<file path="src/rtl/ib_slot_allocator.sv">
// Instruction-buffer slot allocator. Hands the lowest free slot to each
// accepted decoded instruction and presents {slot, rd, rs1, rs2} one cycle
// later with a single-cycle strobe. Slots come back on retire and are all
// released on flush.
module ib_slot_allocator #(
    parameter int bs     = 16,
    parameter int regnum = 16
) (
    input  logic                      clk,
    input  logic                      rst,
    input  logic                      in_valid,
    output logic                      in_ready,
    input  logic [$clog2(regnum)-1:0] in_rd,
    input  logic [$clog2(regnum)-1:0] in_rs1,
    input  logic [$clog2(regnum)-1:0] in_rs2,
    input  logic                      free_valid,
    input  logic [$clog2(bs)-1:0]     free_index,
    input  logic                      flush,
    output logic                      out_valid,
    output logic [$clog2(bs)-1:0]     buffer_index,
    output logic [$clog2(regnum)-1:0] rd,
    output logic [$clog2(regnum)-1:0] rs1,
    output logic [$clog2(regnum)-1:0] rs2,
    output logic [$clog2(bs):0]       count,
    output logic                      full,
    output logic                      empty,
    output logic                      err_dbl_free
);
    localparam int iw = $clog2(bs);
    localparam int cw = iw + 1;

    logic [bs-1:0] busy, busy_nxt;
    logic [cw-1:0] cnt;
    logic [iw-1:0] slot;
    logic          accept, free_hit, free_miss;

    assign count    = cnt;
    assign full     = (cnt == cw'(bs));
    assign empty    = (cnt == '0);
    assign in_ready = !full && !flush;
    assign accept   = in_valid && in_ready;

    // Flush wins over retire; a retire of a slot not marked busy is a double free.
    assign free_hit  = !flush && free_valid &&  busy[free_index];
    assign free_miss = !flush && free_valid && !busy[free_index];

    // Lowest-index free slot; scanning downward lets the lowest index win.
    // When full no accept happens, so the value is unused.
    always_comb begin
        slot = '0;
        for (int i = bs - 1; i >= 0; i--)
            if (!busy[i]) slot = iw'(i);
    end

    // Bitmap update. Allocation uses the pre-edge bitmap, so a slot retired
    // this cycle cannot be handed out until the next one. The allocated slot
    // and the freed slot never coincide (one is free, the other busy).
    always_comb begin
        busy_nxt = busy;
        if (flush) begin
            busy_nxt = '0;
        end else begin
            if (free_hit) busy_nxt[free_index] = 1'b0;
            if (accept)   busy_nxt[slot]       = 1'b1;
        end
    end

    // Occupancy state, counter and sticky double-free flag.
    always_ff @(posedge clk or posedge rst) begin
        if (rst) begin
            busy         <= '0;
            cnt          <= '0;
            err_dbl_free <= 1'b0;
        end else begin
            busy <= busy_nxt;
            if (flush)
                cnt <= '0;
            else if (accept && !free_hit)
                cnt <= cnt + 1'b1;
            else if (!accept && free_hit)
                cnt <= cnt - 1'b1;
            if (free_miss) err_dbl_free <= 1'b1;
        end
    end

    // Result strobe and payload; payload holds its value between allocations.
    always_ff @(posedge clk or posedge rst) begin
        if (rst) begin
            out_valid    <= 1'b0;
            buffer_index <= '0;
            rd           <= '0;
            rs1          <= '0;
            rs2          <= '0;
        end else begin
            out_valid <= accept;
            if (accept) begin
                buffer_index <= slot;
                rd           <= in_rd;
                rs1          <= in_rs1;
                rs2          <= in_rs2;
            end
        end
    end
endmodule

</file>
<file path="config.mk">
export PLATFORM = sky130hd
export DESIGN_NAME = ib_slot_allocator
export DESIGN_NICKNAME = d
export VERILOG_FILES = /design/src/rtl/ib_slot_allocator.sv
export SDC_FILE = /design/constraint.sdc
export NUM_CORES = 1
export LEC_CHECK = 0
export ABC_AREA = 1
export CELL_PAD_IN_SITES_DETAIL_PLACEMENT = 1
export CELL_PAD_IN_SITES_GLOBAL_PLACEMENT = 1
export CORE_ASPECT_RATIO = 0.6
export CORE_MARGIN = 2
export CORE_UTILIZATION = 35
export CTS_CLUSTER_SIZE = 10
export DETAILED_ROUTE_END_ITERATION = 12
export GPL_TIMING_DRIVEN = 0
export PLACE_DENSITY_LB_ADDON = 0.1
export SLEW_MARGIN = 10
export SYNTH_ARGS = -nofsm -noshare
export SYNTH_HDL_FRONTEND = slang
export SYNTH_SLANG_ARGS = --single-unit
</file>
<file path="constraint.sdc">
create_clock -name clk -period 3.3 [get_ports clk]
set_input_delay 0.33 -clock clk [delete_from_list [all_inputs] [get_ports clk]]
set_output_delay 0.33 -clock clk [all_outputs]
set_load 0.01 [all_outputs]
</file>
==> reports/metrics.json, run 1 <==
{
  "placed_design": {
    "gp_congestion": 0.842,
    "placed_cells_incl_taps": 419,
    "placement.io_buffers": 46,
    "detailed_place_hpwl_um": 5140
  },
  "synth": {
    "asyncSetResetFlopFracSynth_pct": 100,
    "synthMostInstantiatedCell": "sky130_fd_sc_hd__nand2_1",
    "synth-edff-count": 0,
    "synth.cell_area_um2": 2210,
    "netlist-cell-type-count": 33,
    "ys_warn_count": 0,
    "synth.ff_latch_count": 39,
    "seq_area_frac_synth_pct": 44.2,
    "ranking_of_synthesized_cells_by_area": "sky130_fd_sc_hd__dfrtp_1 44%, sky130_fd_sc_hd__nand2_1 16%, sky130_fd_sc_hd__a21oi_1 4.5%",
    "post-synth-top-area-fraction_pct": 44.2,
    "synth_fp_nets": 313,
    "synthesized_instance_count": 288,
    "dominantRegCellSynth": "sky130_fd_sc_hd__dfrtp_1",
    "postSynthAreaPerCell_um2": 7.66,
    "synth.top_cells.by_count": "94 x sky130_fd_sc_hd__nand2_1, 39 x sky130_fd_sc_hd__dfrtp_1, 25 x sky130_fd_sc_hd__inv_1",
    "synth_largest_area_cell": "sky130_fd_sc_hd__dfrtp_1"
  },
  "timing": {
    "finalSetupViolations": 0,
    "slew_violations": 0,
    "max-slew-margin-rel_pct": 48.3,
    "tightest_slew_ns": 0.773,
    "clock.fmax_ghz": 0.327,
    "grt_setup_unrepaired": "no",
    "worst_clock_skew_ns": 0.00706,
    "timing.final.crit_period_ns": 3.06,
    "finalHoldViolations": 0,
    "min_period_over_period_pct": 92.8
  },
  "die": {
    "placeableCoreArea_um2": 6110,
    "fp-row-count": 22,
    "io_pins": 47,
    "die_width_um": 106,
    "die-height_um": 65.5,
    "die_area_um2": 6970,
    "floorplan.initialDensity_pct": 36.1
  },
  "hold_path": {
    "worstHoldPathType": "primary input to asynchronous set/reset pin"
  },
  "worst_setup_path": {
    "timing.critical_path.fanout_max": 8,
    "crit_path_class": "primary input to register",
    "r2r.worst_path.cells": 15,
    "regToRegSetupSlack_ns": 0.63,
    "crit_path_end": "count[4]",
    "cp_data_required_time_ns": 3.49,
    "setup.worst_path.start_class": "primary input",
    "reg2reg_from": "count[1]",
    "start_point_of_the_critical_path": "free_index[1]",
    "worst_ep_arrival_time_ns": 3.25,
    "critical_path_endpoint_category": "register",
    "timing.rr.end": "count[4]"
  },
  "layout": {
    "stdcell_count": 427,
    "antenna-diode-count": 0,
    "syn_to_final_growth_pct": 33.6,
    "nets": 367,
    "finish.utilization_pct": 48.2,
    "final_layout_size_suffix_gt1_share_pct": 8.45
  },
  "cts": {
    "insertion_delay_ns": 0.30,
    "worst_setup_hold_path_clk_slew_ns": 0.08,
    "ctsLongestPathBuffers": 2,
    "cts_buffers": 5,
    "clock_sink_count": 39,
    "tritoncts": "done",
    "clock_tree.root_cell": "sky130_fd_sc_hd__clkbuf_8",
    "postCtsSetupRepairBufs": 0,
    "level_count_of_the_clock_h_tree": 2,
    "cts_stage_hold_buffer_count": 0
  },
  "route": {
    "detail_route.drc_violations": 0,
    "wire_per_inst_um": 16.0,
    "dr.first_iter.drc_count": 101,
    "wl_um": 6840,
    "vias_after_detailed_routing": 2196,
    "routed_via_density": 5.14,
    "postRouteAntennaNets": 0,
    "drt_pre_antenna_iters": 4
  },
  "pwr": {
    "switching_share_pct": 28.3,
    "irDropWorstVdd_v": 0.000239,
    "p_leak_nw": 1.32,
    "power.clock.fraction_pct": 35.5,
    "p_per_area_nw_per_um2": 467,
    "logic_pwr_share_pct": 24.2,
    "share_seq_of_total_power_pct": 40.3,
    "p_switching_w": 0.000390,
    "power_report.internal_total_w": 0.000985
  },
  "global_routing": {
    "grt_pass1_wl_um": 11200,
    "grt_max_degree": 21,
    "grt-ovfl-total": 0,
    "grt_pass1_vias": 2220,
    "grt_antenna_before_repair": 0,
    "global_route.usage.total_pct": 21.0
  },
  "run_status": {
    "outcome": "complete, no violations"
  },
  "job": {
    "maxCapViolCount": 0
  }
}
critical path: stages:
cell,delay (ns)
sky130_fd_sc_hd__clkdlybuf4s50_1,0.62
sky130_fd_sc_hd__inv_1,0.12
sky130_fd_sc_hd__nor2_4,0.24
sky130_fd_sc_hd__a22oi_1,0.11
sky130_fd_sc_hd__nand2_1,0.07
sky130_fd_sc_hd__nand2_1,0.05
sky130_fd_sc_hd__nand2_1,0.11
sky130_fd_sc_hd__inv_2,0.07
sky130_fd_sc_hd__nand2_4,0.08
sky130_fd_sc_hd__nand2_4,0.09
sky130_fd_sc_hd__nand2_4,0.15
sky130_fd_sc_hd__inv_1,0.07
sky130_fd_sc_hd__fa_1,0.39
sky130_fd_sc_hd__nor2_1,0.15
sky130_fd_sc_hd__nor2_1,0.06
sky130_fd_sc_hd__nor2_1,0.08
sky130_fd_sc_hd__nor2_1,0.06
sky130_fd_sc_hd__xnor2_1,0.13
sky130_fd_sc_hd__xor2_1,0.16
sky130_fd_sc_hd__nand2_1,0.06
sky130_fd_sc_hd__nand2_1,0.05
metrics by stage:
| step | instance area [um^2] | power, W | setup slack [ns] | setup TNS [ns] | hold slack [ns] |
|---|---|---|---|---|---|
| 3_3_place_gp | 2770 | 0.000883 | -0.109 | -0.109 | 0.454 |
| 4_1_cts | 2930 | 0.00139 | 0.186 | 0 | 0.388 |
| 5_1_grt | 2950 | 0.00144 | 0.00526 | 0 | 0.410 |
| 6_report | 2950 | 0.00137 | 0.238 | 0 | 0.375 |
| 2_1_floorplan | 2210 | 0.000724 | 0.913 | 0 | 0.447 |
| 3_5_place_dp | 2800 | 0.000898 | -0.122 | -0.122 | 0.464 |
flip-flops by register name (all words and copies together), names as in the netlist:
register and flops:
count 5, rd 4, rs1 4, busy 16, out_valid 1, buffer_index 4, err_dbl_free 1, rs2 4
cell type report:
class	count	area, um^2
Multi-Input combinational cell	213	1100
Inverter	30	113
Tap cell	84	105
Clock buffer	6	72.6
Fill cell	758	3160
Buffer	6	31.3
Clock inverter	2	60.1
Timing Repair Buffer	47	488
Sequential cell	39	976
cell families after synthesis:
| kind of cell | after synthesis | synth area share [%] |
|---|---|---|
| compound gates | 54 | 13.8 |
| flops | 39 | 44.2 |
| fa+ha+maj | 4 | 2.61 |
| xor+xnor | 3 | 1.19 |
| simple gates | 152 | 31.7 |
| buf+inv | 36 | 6.52 |
cell usage in the layout (no fill, tap or decap), drive strengths merged:
cell type and instances:
clkdlybuf4s50 46, o21bai 1, nor4 1, bufinv 2
inv 29, o21a 2, nand3b 1, nor3 1
nand4 12, a21boi 1, a22oi 8, buf 4
o21ai 21, a31o 1, dfrtp 39, ha 3
nand2 99, clkbuf 9, xnor2 1, nor2 22
a21oi 20, fa 1, nand3 16, xor2 2
clkinv 1
worst min-delay path by stage:
stage	startpoint	to	slack [ns]	depth (start not counted)
floorplan	in_rd[0]	rd[0]	0.45	2
global placement	rs1[3]	rs1[3]	0.45	2
detailed placement	rs2[0]	rs2[0]	0.46	2
CTS	rst	busy[11]	0.39	2
global route	rst	busy[14]	0.41	2
finish	rst	busy[14]	0.38	2
power groups by stage:
stage                     registers [W]  logic (W)  clock network [W]
after floorplan                0.000577   0.000148                  0
after global placement         0.000562   0.000321                  0
after detailed placement       0.000563   0.000335                  0
after CTS                      0.000555   0.000336           0.000496
after global routing           0.000561   0.000368           0.000515
final                          0.000554   0.000333           0.000488
per-layer routing:
metal | vias to the layer above | wire length [um] | GRT usage, %
met5 | - | 0 | 0
met4 | 0 | 55 | 4.71
met3 | 7 | 438 | 5.56
met2 | 46 | 2890 | 31.9
met1 | 1086 | 3460 | 30.2
li1 | 1057 | - | -
repair_timing:
item,in CTS,in global routing
setup endpoints to repair,0,1
hold endpoints to repair,0,0
gates resized for setup,0,3
No activity file was read; power rests on OpenSTA's default activity.
==> inputs of run 2 (changes only) <==
Settings changed: CORE_UTILIZATION 35 to 33, HOLD_SLACK_MARGIN set to 0.12.
Clock period 3.3 ns to 2.8 ns, I/O delays scaled along.
==> run 2 against run 1 <==
- power increased by 13%
- combinational power increased by 20%
- sequential share of layout area decreased by 0.36 points
- sequential power increased by 18%
- critical path depth decreased by 6
- flip-flop and latch count unchanged
- clock-buffer cell count unchanged
- worst hold slack got worse by 0.13 ns
- die area increased by 5.8%
- wire length increased by 0.34%
==> reports/metrics.json, run 2 (same netlist as run 1, synthesis figures left out) <==
{
  "run_status": {
    "outcome": "complete, no violations"
  },
  "die": {
    "floorplan.initialDensity": {"value": 33.6, "unit": "%", "change": "-2.5 points"},
    "placeableCoreArea": {"value": 6560, "unit": "um^2", "change": "+7.4%"},
    "io_pins": {"value": 47, "change": "unchanged"},
    "die_width": {"value": 110, "unit": "um", "change": "+2.9%"},
    "die-height": {"value": 67.3, "unit": "um", "change": "+2.8%"},
    "die_area": {"value": 7380, "unit": "um^2", "change": "+5.8%"},
    "fp-row-count": {"value": 23, "change": "+4.5%"}
  },
  "layout": {
    "commonest_non_fill_non_tap_cell_in_the_layout": "sky130_fd_sc_hd__nand2_1",
    "filler_cell_count": {"value": 818, "change": "+7.9%"},
    "stdcell_count": {"value": 432, "change": "+1.2%"},
    "antenna-diode-count": {"value": 0, "change": "unchanged"},
    "nets": {"value": 369, "change": "+0.54%"},
    "final_cell_area": {"value": 2980, "unit": "um^2", "change": "+1.1%"},
    "syn_to_final_growth_pct": 35.1,
    "max_flop_register": "busy",
    "largest_register_ff_count": {"value": 16, "change": "unchanged"},
    "final_cell_mix": "93 x sky130_fd_sc_hd__nand2_1, 42 x sky130_fd_sc_hd__clkdlybuf4s50_1, 39 x sky130_fd_sc_hd__dfrtp_1",
    "finish.utilization": {"value": 45.4, "unit": "%", "change": "-2.8 points"},
    "final_layout_size_suffix_gt1_share": {"value": 11.9, "unit": "%", "change": "+3.4 points"}
  },
  "pwr": {
    "irDropWorstVdd": {"value": 0.000272, "unit": "V", "change": "+14%"},
    "logic_pwr_share": {"value": 25.6, "unit": "%", "change": "+1.4 points"},
    "share_seq_of_total_power": {"value": 42.1, "unit": "%", "change": "+1.8 points"},
    "p_leak": {"value": 1.35, "unit": "nW", "change": "+2.2%"},
    "p_per_area": {"value": 522, "unit": "nW/um^2", "change": "+12%"},
    "switching_share": {"value": 29.5, "unit": "%", "change": "+1.2 points"},
    "power_report.internal_total": {"value": 0.00110, "unit": "W", "change": "+11%"},
    "power.clock.fraction": {"value": 32.3, "unit": "%", "change": "-3.2 points"},
    "p_switching": {"value": 0.000459, "unit": "W", "change": "+18%"}
  },
  "route": {
    "vias_after_detailed_routing": {"value": 2165, "change": "-1.4%"},
    "postRouteAntennaNets": {"value": 0, "change": "unchanged"},
    "drt_pre_antenna_iters": {"value": 4, "change": "unchanged"},
    "dr.first_iter.drc_count": {"value": 83, "change": "-18%"},
    "wl": {"value": 6870, "unit": "um", "change": "+0.34%"},
    "routed_via_density": {"value": 5.01, "change": "-2.6%"},
    "wire_per_inst": {"value": 15.9, "unit": "um", "change": "-0.83%"},
    "detail_route.drc_violations": {"value": 0, "change": "unchanged"}
  },
  "timing": {
    "finalHoldViolations": {"value": 0, "change": "unchanged"},
    "min_period_over_period_pct": 90.1,
    "timing.hold.ws": {"value": 0.244, "unit": "ns", "change": "-0.131 ns"},
    "clock.fmax_ghz": 0.396,
    "tightest_slew": {"value": 0.773, "unit": "ns", "change": "-0.000530 ns"},
    "max-slew-margin-rel": {"value": 48.4, "unit": "%", "change": "about the same"},
    "timing.final.crit_period_ns": 2.52,
    "setup_ws": {"value": 0.278, "unit": "ns", "change": "+0.0402 ns"},
    "slew_violations": {"value": 0, "change": "unchanged"},
    "finalSetupViolations": {"value": 0, "change": "unchanged"},
    "worst_clock_skew": {"value": 0.0147, "unit": "ns", "change": "+0.00762 ns"},
    "grt_setup_unrepaired": "no"
  },
  "worst_setup_path": {
    "setup.worst_path.start_class": "register",
    "critical_path_endpoint_category": "register",
    "worst_ep_arrival_time": {"value": 2.71, "unit": "ns", "change": "-0.54 ns"},
    "reg2reg_from": "count[1]",
    "regToRegSetupSlack": {"value": 0.28, "unit": "ns", "change": "-0.35 ns"},
    "timing.critical_path.fanout_max": {"value": 10, "change": "+2"},
    "cell_chain_of_the_critical_path": "nor4_2 > nand2_1 > nand2_2 > nor2_4 > nand2_8 > inv_1 > fa_1 > nor2_2 > nor2_1 > nor2_1 > nor2_1 > xnor2_1 > xor2_1 > nand2_1 > nand2_1",
    "critical_path.max_stage_delay": {"value": 0.43, "unit": "ns", "change": "-0.19 ns"},
    "r2r.worst_path.cells": {"value": 15, "change": "unchanged"},
    "crit_path_end": "count[4]",
    "cp_data_required_time": {"value": 2.98, "unit": "ns", "change": "-0.51 ns"},
    "crit_path_class": "register to register",
    "timing.rr.end": "count[4]",
    "crit_slowest_cell": "sky130_fd_sc_hd__dfrtp_1",
    "start_point_of_the_critical_path": "count[1]"
  },
  "global_routing": {
    "grt_max_degree": {"value": 29, "change": "+38%"},
    "grt-ovfl-total": {"value": 0, "change": "unchanged"},
    "grt_pass1_wl": {"value": 11100, "unit": "um", "change": "-1.7%"},
    "grt_antenna_before_repair": {"value": 0, "change": "unchanged"},
    "grt_pass1_vias": {"value": 2102, "change": "-5.3%"},
    "global_route.usage.total": {"value": 19.9, "unit": "%", "change": "-1.2 points"}
  },
  "cts": {
    "clock_sink_count": {"value": 39, "change": "unchanged"},
    "level_count_of_the_clock_h_tree": {"value": 2, "change": "unchanged"},
    "clock_tree.root_cell": "sky130_fd_sc_hd__clkbuf_8",
    "tritoncts": "done",
    "worst_setup_hold_path_clk_slew": {"value": 0.09, "unit": "ns", "change": "about the same"},
    "ctsLongestPathBuffers": {"value": 2, "change": "unchanged"},
    "cts_buffers": {"value": 5, "change": "unchanged"},
    "insertion_delay": {"value": 0.30, "unit": "ns", "change": "about the same"}
  },
  "placed_design": {
    "detailed_place_hpwl": {"value": 5050, "unit": "um", "change": "-1.8%"},
    "placed_cells_incl_taps": {"value": 422, "change": "+0.72%"},
    "dp_slack": {"value": -0.549, "unit": "ns", "change": "-0.428 ns"},
    "gp_congestion": {"value": 0.803, "change": "-4.6%"},
    "dpl-instance-area": {"value": 2800, "unit": "um^2", "change": "-0.13%"},
    "placement.io_buffers": {"value": 46, "change": "unchanged"}
  },
  "hold_path": {
    "worstHoldPathType": "primary input to asynchronous set/reset pin"
  },
  "job": {
    "maxCapViolCount": {"value": 0, "change": "unchanged"}
  }
}
## run 2: cell count changes in the layout (fill, tap and decap cells not counted), sizes merged
cell	change
clkdlybuf4s50	-4
buf	+3
dlymetal6s2s	+2
bufinv	-1
clkbuf	+1
clkinv	+1
## run 2: what timing repair did
item | CTS | global route
pin swaps | 0 | 2
resized for setup | 5 | 15
setup endpoints to repair | 1 | 1
hold buffers | 0 | 0
buffers inserted | 0 | 3
## run 2: layer usage
metal / GRT usage (%) / wire (um) / up-vias
met5: 0 / 0 / -
met4: 4.43 / 26 / 0
met3: 5.21 / 366 / 2
met2: 28.3 / 2890 / 41
met1: 29.9 / 3590 / 1065
li1: - / - / 1057
## run 2: worst max-delay path: cells and delay by family, from the launching register on
kind,cells,cell delay [ns]
simple gates,11,1.25
buf+inv,1,0.06
flops,1,0.43
xor+xnor,2,0.28
fa+ha+maj,1,0.39
## run 2: area by class of cell
type                    count  area, um^2  share of cell area, %
flip-flops and latches     39         976                   32.8
plain buffers               5        27.5                  0.924
clock inverters             2        35.0                   1.18
inverters                  30         113                   3.78
well taps                  87         109                   3.65
clock buffers               6        82.6                   2.77
repair buffers             50         498                   16.7
multi-input cells         213        1140                   38.2
## run 2: worst min path at each step
stage | startpoint | endpoint | slack, ns | cells after the start
after floorplan | in_rd[0] | rd[0] | 0.40 | 2
after global placement | err_dbl_free | err_dbl_free | 0.46 | 1
after detailed placement | err_dbl_free | err_dbl_free | 0.46 | 1
after CTS | rst | busy[4] | 0.26 | 2
after global routing | rst | busy[0] | 0.27 | 2
final | rst | busy[4] | 0.24 | 2
## run 2: stage by stage
| step | total power [W] | setup TNS, ns |
|---|---|---|
| detailed placement | 0.00105 | -0.918 |
| floorplan | 0.000854 | 0 |
| global placement | 0.00104 | -0.989 |
| global route | 0.00165 | 0 |
| CTS | 0.00157 | 0 |
| finish | 0.00156 | 0 |
## run 2: power groups by stage
stage / logic, W / registers (W) / clock network [W]
after CTS: 0.000395 / 0.000653 / 0.000518
after global placement: 0.000380 / 0.000662 / 0
after floorplan: 0.000174 / 0.000679 / 0
after detailed placement: 0.000391 / 0.000662 / 0
after global routing: 0.000447 / 0.000663 / 0.000542
final: 0.000399 / 0.000655 / 0.000502
